## config.mk

```make
export PLATFORM = sky130hd
export DESIGN_NAME = clocked_mult_8bit
export DESIGN_NICKNAME = d
export VERILOG_FILES = /design/src/rtl/posit_pkg.sv /design/src/rtl/posit8_decode.sv /design/src/rtl/clocked_mult_8bit.sv
export SDC_FILE = /design/constraint.sdc
export NUM_CORES = 1
export LEC_CHECK = 0
export CAP_MARGIN = 25
export CORE_MARGIN = 4
export CORE_UTILIZATION = 55
export DETAILED_ROUTE_END_ITERATION = 8
export PLACE_DENSITY = 0.77
export SLEW_MARGIN = 20
export SYNTH_ARGS = -nofsm -noshare
export SYNTH_HDL_FRONTEND = slang
export SYNTH_SLANG_ARGS = --single-unit
```

## constraint.sdc

```tcl
create_clock -name clk -period 19.32 [get_ports clk]
set_clock_uncertainty 0.1 [all_clocks]
set_input_delay 3.864 -clock clk [delete_from_list [all_inputs] [get_ports clk]]
set_output_delay 3.864 -clock clk [all_outputs]
set_load 0.005 [all_outputs]
```

## src/rtl/posit_pkg.sv

```systemverilog
// ============================================================================
// Module : posit_pkg
// Brief  : Shared widths and the 21-bit unpacked float format for posit<8,0>.
// Rev    : 1.0  initial release
// ============================================================================
`default_nettype none

package posit_pkg;

    localparam int N        = 8;
    localparam int ES       = 0;
    localparam int EXP_W    = 5;
    localparam int EXP_BIAS = 15;
    localparam int FRAC_W   = 13;

    localparam int NAR_BIT  = 20;
    localparam int ZERO_BIT = 19;
    localparam int SIGN_BIT = 18;

    typedef struct packed {
        logic              nar;
        logic              zero;
        logic              sign;
        logic [EXP_W-1:0]  exponent;
        logic [FRAC_W-1:0] fraction;
    } posit_unpacked_t;

endpackage

`default_nettype wire

```

## src/rtl/posit8_decode.sv

```systemverilog
// ============================================================================
// Module : posit8_decode
// Brief  : Splits a posit<8,0> into flags, sign, regime exponent and fraction.
// Rev    : 1.0  initial release
// ============================================================================
`default_nettype none

module posit8_decode
    import posit_pkg::*;
(
    input  logic [N-1:0]      posit,
    output logic              is_nar,
    output logic              is_zero,
    output logic              sign,
    output logic signed [3:0] exponent,
    output logic [4:0]        fraction
);

    logic [N-1:0] w_mag;
    logic [6:0]   w_body;
    logic         w_lead;
    logic [2:0]   w_run;
    logic         w_done;
    logic [11:0]  w_ext;

    always_comb begin
        is_zero = (posit == 8'h00);
        is_nar  = (posit == 8'h80);
        sign    = posit[N-1];
        w_mag   = sign ? (~posit + 8'd1) : posit;
        w_body  = w_mag[6:0];
        w_lead  = w_body[6];

        // Regime run: count identical leading bits below the sign bit.
        w_run  = 3'd0;
        w_done = 1'b0;
        for (int i = 6; i >= 0; i--) begin
            if (!w_done && (w_body[i] == w_lead))
                w_run = w_run + 3'd1;
            else
                w_done = 1'b1;
        end

        // Drop the run and its terminating bit; what remains is the fraction.
        w_ext    = {w_body, 5'b0} << ({1'b0, w_run} + 4'd1);
        fraction = w_ext[11:7];
        exponent = w_lead ? ($signed({1'b0, w_run}) - 4'sd1)
                          : (-$signed({1'b0, w_run}));
    end

endmodule

`default_nettype wire

```

## src/rtl/clocked_mult_8bit.sv

```systemverilog
// ============================================================================
// Module : clocked_mult_8bit
// Brief  : Exact registered posit<8,0> multiplier producing the unpacked format.
// Rev    : 1.0  initial release
// ============================================================================
`default_nettype none

module clocked_mult_8bit
    import posit_pkg::*;
(
    input  logic              clk,
    input  logic              rst,
    input  logic [N-1:0]      left_posit,
    input  logic [N-1:0]      right_posit,
    output logic [20:0]       result
);

    logic              w_l_nar, w_l_zero, w_l_sign;
    logic              w_r_nar, w_r_zero, w_r_sign;
    logic signed [3:0] w_l_exp, w_r_exp;
    logic [4:0]        w_l_frac, w_r_frac;

    logic [11:0]       w_prod;
    logic [4:0]        w_exp_sum;
    logic [10:0]       w_m;
    logic [12:0]       w_frac13;
    logic [4:0]        w_e;
    posit_unpacked_t   w_next;
    posit_unpacked_t   r_result;

    posit8_decode u_dec_left (
        .posit    (left_posit),
        .is_nar   (w_l_nar),
        .is_zero  (w_l_zero),
        .sign     (w_l_sign),
        .exponent (w_l_exp),
        .fraction (w_l_frac)
    );

    posit8_decode u_dec_right (
        .posit    (right_posit),
        .is_nar   (w_r_nar),
        .is_zero  (w_r_zero),
        .sign     (w_r_sign),
        .exponent (w_r_exp),
        .fraction (w_r_frac)
    );

    always_comb begin
        w_prod    = {6'b0, 1'b1, w_l_frac} * {6'b0, 1'b1, w_r_frac};
        w_exp_sum = {w_l_exp[3], w_l_exp} + {w_r_exp[3], w_r_exp} + {4'b0, w_prod[11]};
        w_m       = w_prod[11] ? w_prod[10:0] : {w_prod[9:0], 1'b0};
        w_frac13  = {w_m, 2'b00};

        w_next      = '0;
        w_next.sign = w_l_sign ^ w_r_sign;
        if (w_next.sign) begin
            // value = (-2 + f) * 2^e; an exact power of two borrows from e.
            w_e             = w_exp_sum - {4'b0, (w_m == 11'd0)};
            w_next.fraction = ~w_frac13 + 13'd1;
        end else begin
            w_e             = w_exp_sum;
            w_next.fraction = w_frac13;
        end
        w_next.exponent = w_e + 5'(EXP_BIAS);

        if (w_l_nar || w_r_nar) begin
            w_next     = '0;
            w_next.nar = 1'b1;
        end else if (w_l_zero || w_r_zero) begin
            w_next      = '0;
            w_next.zero = 1'b1;
        end
    end

    always_ff @(posedge clk) begin
        if (!rst)
            r_result <= '0;
        else
            r_result <= w_next;
    end

    assign result = r_result;

endmodule

`default_nettype wire

```

==> flow_metrics.py <==
metrics = {
    "timing": {
        "slew_headroom_pct": 37.0,
        "setup_viol": 0,
        "finalCritPeriodShare_pct": 77.8,
        "worst_pin_slew_ns": 0.942,
        "worst_slack_ns": 4.29,
        "min_period_ns": 15.03,
        "hold_viol": 0,
        "fin_hold_ws_ns": 4.12,
        "rsz0062_at_grt": "no",
        "final.setup.tns_ns": 0,
        "fmax_mhz": 66.5,
        "finalMaxSlewViolations": 0,
    },
    "layout": {
        "fin_cells": 666,
        "antenna_cells": 0,
        "nFillCells": 663,
        "area_growth_syn_to_layout_pct": 10.5,
        "post_route_cells_drive_above_1_share_pct": 6.00,
        "nNetsFinal": 639,
        "largest_reg_flops": 19,
    },
    "floorplan": {
        "dieHeight_um": 94.4,
        "dieWidth_um": 94.4,
        "coreArea_mm2": 0.00725,
        "io_pins": 39,
        "start_util_pct": 56.6,
        "num_rows": 31,
        "die_area_mm2": 0.00891,
    },
    "critical_path": {
        "crit_type": "input port to flip-flop",
        "cp.arrival_ns": 15.05,
        "worstSetupEndpointType": "flip-flop",
        "cp_max_fo": 19,
        "crit_slowest_cell": "clkdlybuf4s50_1",
        "start_kind": "input port",
        "slowest_delay_ns": 0.63,
        "cp_num_buf_inv": 7,
        "cpLargestDelayFamily": "adder cells",
        "cp.required_ns": 19.34,
    },
    "place": {
        "dp_cells": 662,
        "io_buffers": 36,
        "dpl.hpwl_um": 7750,
        "gp_congestion": 0.920,
        "pre_cts_ws_ns": 3.81,
    },
    "global_routing": {
        "grt_max_degree": 24,
        "first_global_vias": 3769,
        "overflow": 0,
        "grt_pass1_wl_um": 16400,
        "grt_usage_pct": 22.1,
        "antenna_found_initial": 0,
    },
    "detailed_routing": {
        "totalWireLength_um": 9650,
        "viasPerCell": 5.93,
        "ant_nets": 0,
        "drc_errors": 0,
        "drt-pass1-iter-count": 5,
        "wl_per_cell_um": 14.5,
        "vias": 3950,
        "dr.first_iter.drc_count": 217,
    },
    "cts": {
        "ctsLongestPathBuffers": 2,
        "cts_tree": "yes",
        "path_clk_slew_ns": 0.06,
        "postCtsHoldBufs": 0,
        "cts_resized": 0,
        "cts_buffers": 3,
        "cts_setup_buffers": 0,
        "cts_sinks": 19,
        "cts-root-buf": "clkbuf_8",
        "htreeDepth": 1,
    },
    "hold_path": {
        "hold_path.class": "input port to flip-flop",
    },
    "synthesis": {
        "synthCells": 549,
        "ys.flop_type": "dfxtp_1",
        "ys_seq_area_share_pct": 9.26,
        "syn_avg_cell_area_um2": 7.48,
        "synth_edf_count": 0,
        "synthesis.area_mm2": 0.00411,
        "async_flop_share_pct": 0,
        "synthDistinctLibCells": 90,
        "synth-warning-count": 0,
        "ys_seq_elements": 19,
    },
    "pwr": {
        "powerDensity_mw_per_mm2": 202,
        "ir_drop_uv": 132,
        "leakagePower_nw": 1.95,
    },
    "outcome": {
        "status": "completed",
    },
    "flow_run": {
        "drv_cap": 0,
    },
}
## metrics by stage
stage	utilization [%]	power (W)	cell area [um^2]
final	62.5	0.000918	4540
after CTS	62.4	0.000908	4530
after global placement	61.8	0.000851	4480
after detailed placement	61.8	0.000873	4480
after global routing	62.5	0.00102	4540
after floorplan	-	0.000714	4110
## per-layer routing
metal / part of all wire, % / routed length [um] / track usage, %
met3: 5.9 / 572 / 2.63
met2: 48 / 4660 / 38.8
met5: 0 / 0 / 0
met1: 44 / 4270 / 28.5
met4: 1.5 / 140 / 6.14
## synth_stat cells (all sizes together) (3+ instances only)
| cell type | count | area [um^2] |
|---|---|---|
| a211o | 5 | 43.8 |
| a211oi | 12 | 115 |
| a21boi | 3 | 22.5 |
| a21o | 8 | 60.1 |
| a21oi | 32 | 160 |
| a22oi | 6 | 63.8 |
| a311oi | 3 | 26.3 |
| a31oi | 3 | 18.8 |
| and2 | 7 | 46.3 |
| buf | 10 | 66.3 |
| clkbuf | 14 | 52.6 |
| dfxtp | 19 | 380 |
| fa | 19 | 380 |
| ha | 34 | 425 |
| inv | 58 | 218 |
| mux2 | 4 | 45.0 |
| mux2i | 9 | 90.1 |
| nand2 | 53 | 201 |
| nand2b | 11 | 68.8 |
| nand3 | 10 | 50.1 |
| nor2 | 49 | 191 |
| nor2b | 17 | 106 |
| nor3 | 21 | 110 |
| nor3b | 4 | 30.0 |
| nor4 | 5 | 31.3 |
| o211a | 3 | 37.5 |
| o211ai | 6 | 50.1 |
| o21ai | 31 | 159 |
| o21bai | 3 | 22.5 |
| o31ai | 5 | 56.3 |
| or2 | 3 | 18.8 |
| or3 | 3 | 18.8 |
| xnor2 | 24 | 218 |
| xor2 | 11 | 104 |
## layout by cell type (no fill, tap or decap), types with 17 or more instances in the layout
| master | synthesis | final |
|---|---|---|
| xnor2_1 | 23 | 22 |
| dfxtp_1 | 19 | 19 |
| o21ai_0 | 28 | 28 |
| a21oi_1 | 32 | 32 |
| nor2_1 | 48 | 48 |
| nor3_1 | 20 | 20 |
| ha_1 | 34 | 34 |
| nand2_1 | 52 | 52 |
| fa_1 | 19 | 19 |
| clkdlybuf4s50_1 | 0 | 36 |
| nor2b_1 | 17 | 17 |
| inv_1 | 57 | 57 |
## cell families after synthesis
family | Yosys count | synth area share, %
AOI/OAI and AO/OA | 149 | 27.5
buffers and inverters | 84 | 8.50
DFF | 19 | 9.26
adders and majority gates | 53 | 19.6
xor gates and xnor gates | 35 | 7.83
muxes | 14 | 3.84
other | 1 | 0.0913
and+or+nand+nor | 194 | 23.4
## final timing paths
| path | from | end | depth (start not counted) |
|---|---|---|---|
| worst max-delay path | right_posit[0] | result[17]$_SDFF_PP0_ | 48 |
| worst min-delay path | rst | result[20]$_SDFF_PN0_ | 2 |
## layout make-up
class | instances | area (um^2) | share of cell area [%]
multi-input combinational | 447 | 3390 | 74.7
inverter | 60 | 230 | 5.08
timing repair buffer | 37 | 368 | 8.11
tap | 99 | 124 | 2.73
sequential | 19 | 380 | 8.39
clock buffer | 4 | 45.0 | 0.993
## report_power, final
group | leakage (nW) | switching (W) | internal, W | total [W]
Clock | 0.0228 | 0.0000118 | 0.0000146 | 0.0000264
Combinational | 1.77 | 0.000488 | 0.000346 | 0.000834
Sequential | 0.157 | 0.00000252 | 0.0000548 | 0.0000574
Total | 1.95 | 0.000503 | 0.000415 | 0.000918
Power figures use the tool's default switching activity.
